$ cat src/rtl/hazard_scoreboard.sv
// Tracks in-flight destination registers through EX/ME/WB and produces the
// stall, flush, bubble and mul/div hold controls for the 5-stage pipeline.
//
// state | meaning
// IDLE  | no multi-cycle op occupying EX
// BUSY  | mul/div in EX, counting down its remaining stall cycles
module hazard_scoreboard #(
  parameter int MULDIV_CYCLES = 4
) (
  input  logic       clk,
  input  logic       rst,
  input  logic       valid_id,
  input  logic [4:0] rs1_id,
  input  logic [4:0] rs2_id,
  input  logic [4:0] rd_id,
  input  logic       RUWr_id,
  input  logic       DMRd_id,
  input  logic       muldiv_id,
  input  logic       branch_taken_ex,
  output logic       stall_if,
  output logic       stall_id,
  output logic       hold_ex,
  output logic       bubble_ex,
  output logic       flush_id,
  output logic       muldiv_busy,
  output logic       muldiv_done,
  output logic [4:0] rd_ex,
  output logic [4:0] rd_me,
  output logic [4:0] rd_wb,
  output logic       RUWr_ex,
  output logic       RUWr_me,
  output logic       RUWr_wb
);

  typedef enum logic {IDLE = 1'b0, BUSY = 1'b1} state_t;

  localparam bit         MULTI    = (MULDIV_CYCLES > 1);
  // The first stall cycle is spent in IDLE, so BUSY counts the remaining ones.
  localparam logic [3:0] CNT_LOAD = MULTI ? 4'(MULDIV_CYCLES - 2) : 4'd0;

  state_t     state, state_nxt;
  logic [3:0] cnt, cnt_nxt;

  logic valid_ex, load_ex, muldiv_ex;
  logic mul_in_ex, cnt_tc, mul_start, mul_stall, load_use;

  assign mul_in_ex = valid_ex & muldiv_ex;
  assign cnt_tc    = (cnt == 4'd0);
  assign mul_start = (state == IDLE) && mul_in_ex && MULTI;
  assign mul_stall = mul_start || ((state == BUSY) && !cnt_tc);

  assign load_use = valid_ex && load_ex && (rd_ex != 5'd0) && valid_id &&
                    ((rd_ex == rs1_id) || (rd_ex == rs2_id));

  always_ff @(posedge clk) begin
    if (rst) begin
      state <= IDLE;
      cnt   <= 4'd0;
    end else begin
      state <= state_nxt;
      cnt   <= cnt_nxt;
    end
  end

  always_comb begin
    state_nxt = state;
    cnt_nxt   = cnt;
    case (state)
      IDLE: begin
        if (mul_start) begin
          state_nxt = BUSY;
          cnt_nxt   = CNT_LOAD;
        end
      end
      BUSY: begin
        if (cnt_tc) state_nxt = IDLE;
        else        cnt_nxt   = cnt - 4'd1;
      end
      default: begin
        state_nxt = IDLE;
        cnt_nxt   = 4'd0;
      end
    endcase
  end

  // Priority: mul/div hold, then branch redirect, then load-use.
  always_comb begin
    stall_if    = 1'b0;
    stall_id    = 1'b0;
    hold_ex     = 1'b0;
    bubble_ex   = 1'b0;
    flush_id    = 1'b0;
    muldiv_busy = (state == BUSY);
    muldiv_done = ((state == BUSY) && cnt_tc) ||
                  ((state == IDLE) && mul_in_ex && !MULTI);
    if (mul_stall) begin
      stall_if = 1'b1;
      stall_id = 1'b1;
      hold_ex  = 1'b1;
    end else if (branch_taken_ex) begin
      flush_id  = 1'b1;
      bubble_ex = 1'b1;
    end else if (load_use) begin
      stall_if  = 1'b1;
      stall_id  = 1'b1;
      bubble_ex = 1'b1;
    end
  end

  always_ff @(posedge clk) begin
    if (rst) begin
      rd_ex     <= 5'd0;
      RUWr_ex   <= 1'b0;
      load_ex   <= 1'b0;
      muldiv_ex <= 1'b0;
      valid_ex  <= 1'b0;
      rd_me     <= 5'd0;
      RUWr_me   <= 1'b0;
      rd_wb     <= 5'd0;
      RUWr_wb   <= 1'b0;
    end else begin
      rd_wb   <= rd_me;
      RUWr_wb <= RUWr_me;
      if (hold_ex) begin
        rd_me   <= 5'd0;
        RUWr_me <= 1'b0;
      end else begin
        rd_me   <= rd_ex;
        RUWr_me <= RUWr_ex;
        if (bubble_ex || !valid_id) begin
          rd_ex     <= 5'd0;
          RUWr_ex   <= 1'b0;
          load_ex   <= 1'b0;
          muldiv_ex <= 1'b0;
          valid_ex  <= 1'b0;
        end else begin
          rd_ex     <= rd_id;
          RUWr_ex   <= RUWr_id;
          load_ex   <= DMRd_id;
          muldiv_ex <= muldiv_id;
          valid_ex  <= 1'b1;
        end
      end
    end
  end

endmodule

$ cat config.mk
export PLATFORM = sky130hd
export DESIGN_NAME = hazard_scoreboard
export DESIGN_NICKNAME = d
export VERILOG_FILES = /design/src/rtl/hazard_scoreboard.sv
export SDC_FILE = /design/constraint.sdc
export NUM_CORES = 1
export LEC_CHECK = 0
export BUFFER_PORTS_ARGS = -buffer_cell sky130_fd_sc_hd__buf_4
export CAP_MARGIN = 40
export CELL_PAD_IN_SITES_DETAIL_PLACEMENT = 1
export CELL_PAD_IN_SITES_GLOBAL_PLACEMENT = 2
export CORE_MARGIN = 3
export CORE_UTILIZATION = 24
export DETAILED_ROUTE_END_ITERATION = 10
export PLACE_DENSITY = 0.79
export SYNTH_ARGS = -nofsm -noshare
export SYNTH_HDL_FRONTEND = slang
export SYNTH_SLANG_ARGS = --single-unit
$ cat constraint.sdc
create_clock -name clk -period 1.5 [get_ports clk]
set_clock_uncertainty 0.2 [all_clocks]
set_input_delay 0 -clock clk [delete_from_list [all_inputs] [get_ports clk]]
set_output_delay 0 -clock clk [all_outputs]
set_load 0.1 [all_outputs]
==> results.md <==
- Pwr/cell area: ~910 nW/um^2
- Final hold vios: 0
- FFs w/ async S/R, synth: 0%
- WL per Instance: 17.01 um
- Largest net degree at the start of global routing: 18
- Violated checks: setup timing
- Antenna violations before repair: 0
- Die Wd: roughly 75 um
- Via Count: about 1200
- Die area: around 5600 sq um
- Worst skew pair latency: 0.27 ns
- LEAKAGE: about 0.9 nW
- Crit path max fanout: 3
- # H-tree levels: 1
- Max Root-Sink Buffers: 2
- Post-Syn Nets: between 100 and 150
- Starting Density: about 26%
- Least-Margin Pin Slew: just over 0.4 ns
- Slew headroom: between 70% and 80%
- First-pass DRT Iterations: 4
- Final period utilization: 137.2%
- Syn Inst Count: ~120
- TNS Setup: -5.457 ns
- Vias in the first global route: 1374
- Top cell type's share of synthesized area: 45.92%
- Mean Syn Cell Area: around 9.6 sq um
- Tmin final: 2.057 ns
- Post-synth EDFFs: 0
- Sink Count: 26
- Most common cell in the synthesized netlist: dfxtp_1
- Clock root buffer: clkbuf_8
- RSZ-0062 raised after global routing: true
- WP data arrival: between 1.5 and 2 ns
- Critical Path RT: around 1.3 ns
- Max-Cap Viols: 0
- Total number of yosys warnings: 0
- Synth unique cells: 33
- Fmax: approximately 490 MHz
- Final setup fails: 19
- Mapped Area: between 1000 and 1500 sq um
- Total track usage: ~16%
- CP max-delay cell: or4_4
- Share of cells above drive strength 1: a little over half
- Post-route ant nets: 0
- Worst path cell trace: or4_4, o2111ai_4, nor2_2, a21o_4, buf_12
- Final net count: approximately 230
- Worst-path clk slew: around 0.10 ns
- Seq/Total Area, Yosys: between 40% and 50%
- Status: finished, violations left
- Detailed placer's ending HPWL: 2879 um
- IO buf count: 46
- DRC: 0
- Flip-flop and latch count after synthesis: 26
- Dpl ws: -0.3118 ns
- Finished Core Util: 48.65%
- Top Ports: 47
- Final-report max-slew violation count: 0
- Largest cells by area after synthesis: dfxtp_1 46%, xnor2_1 8.5%, a32oi_1 6.2%, o21ai_1 4.0%, nand2_1 3.6%
- Largest area contributor in the netlist: dfxtp_1
- Core area: 4444 sq um
- Synth Flop Type: dfxtp_1
- CTS tree: done
- Gpl congestion: between 0.7 and 0.8
- Synth-to-layout area growth: 90.73%
- Cell Rows: 24
- TritonCTS Buffers: 3
- Die Span Y: roughly 75 um
- VDD IR max: slightly above 0.0004 V
- Final wirelength: about 4300 um
- First-pass GRT wire length: about 6600 um
- Drt initial violations: 18
- Hold Slack: 0.1141 ns
- Max incr delay on CP: around 0.54 ns
- Type of the worst setup path: reg -> out
- Critical Path Start Type: flip-flop
- Crit. End Element: output pin
- Cell area after placement: ~1800 sq um
- Vias/cell: approximately 4.8
- Hold crit path type: in -> reg
- Final worst setup slack: -0.5575 ns
- Top cells by count, synth: 26 x dfxtp_1, 11 x nand2_1, 11 x xnor2_1, 9 x o21ai_1, 8 x a32oi_1
- Global route total overflow: 0
- Ant. Diodes: 0
- Fill count: roughly 500
- Final instance area: approximately 2200 sq um
==> area by class of cell <==
cell class | count | area [sq um] | share of cell area, %
Inverter | 4 | 22.52 | 1.042
Tap cell | 52 | 65.06 | 3.009
Clock inverter | 1 | 30.03 | 1.389
Clock buffer | 3 | 41.29 | 1.910
Sequential cell | 26 | 545.5 | 25.23
Timing Repair Buffer | 85 | 779.5 | 36.05
Multi-Input combinational cell | 83 | 678.2 | 31.37
==> sequential cells by signal, summed over array words and instances (netlist names) <==
| register | cells |
|---|---|
| rd_ex | 5 |
| rd_wb | 5 |
| RUWr_wb | 1 |
| RUWr_ex | 1 |
| load_ex | 1 |
| muldiv_ex | 1 |
| cnt | 4 |
| muldiv_busy | 1 |
| valid_ex | 1 |
| RUWr_me | 1 |
| rd_me | 5 |
==> through the flow <==
step	instances	power (mW)
after floorplan	118	1.120
after global placement	235	1.285
after detailed placement	235	1.298
after CTS	252	1.955
after global routing	254	2.044
final	254	1.968
==> logic make-up (layout without fill, tap and decap cells) <==
family	after synthesis	count (layout)	synth area share, %
AND/OR/NAND/NOR	41	41	20.86
AO/OA/AOI/OAI	28	28	17.99
flip-flops	26	26	45.92
XOR/XNOR	13	13	10.04
buffers and inverters	9	93	4.083
adder cells (fa/ha/maj)	1	1	1.104
==> layer usage <==
layer  up-vias  global-route usage, %  share of wire [%]
li1        578                      -                  -
met1       593                  17.72                 39
met2        31                  29.85                 56
met3         6                  2.136                3.9
met4         0                  5.336                1.2
met5         -                      0                  0
==> power by group <==
part | switching, mW | internal, mW
clock | 0.236 | 0.357
sequential | 0.0235 | 0.719
combinational | 0.381 | 0.251
==> critical path: cells and delay by family, from the launching register on <==
family | cells | cell delay [ns]
buf+inv | 1 | 0.16
simple gates | 2 | 0.60
flops | 1 | 0.35
compound gates | 2 | 0.46
==> what timing repair did <==
action / CTS / global route
resized for setup: 29 / 7
buffers inserted: 4 / 0
hold buffers: 9 / 3
endpoints found under the hold margin: 23 / 9
pin swaps: 5 / 4
endpoints found under the setup margin: 25 / 26
==> final timing paths <==
check        slack [ns]  depth (start not counted)         to  startpoint
max               -0.56                          5   stall_id    rd_ex[0]
min reg2reg        0.28                          1    RUWr_wb     RUWr_me
min                0.11                          5  muldiv_ex    valid_id
max reg2reg       -0.34                          5   rd_ex[4]    rd_ex[0]
==> cells in the final DEF (no fill, tap or decap), drive strengths merged <==
cell	count
xor2	2
a21boi	1
a21o	3
dfxtp	26
o22ai	1
nor3	2
nor2b	6
nand3	4
a22oi	1
a21oi	1
nor3b	1
a32oi	8
o2111ai	1
a311oi	1
ha	1
bufinv	1
xnor2	11
inv	4
nor2	9
nand2	11
dlygate4sd3	11
o21bai	1
and2	6
buf	74
nand4bb	1
or4	1
o21ai	10
clkbuf	3
No activity file was read; power rests on OpenSTA's default activity.
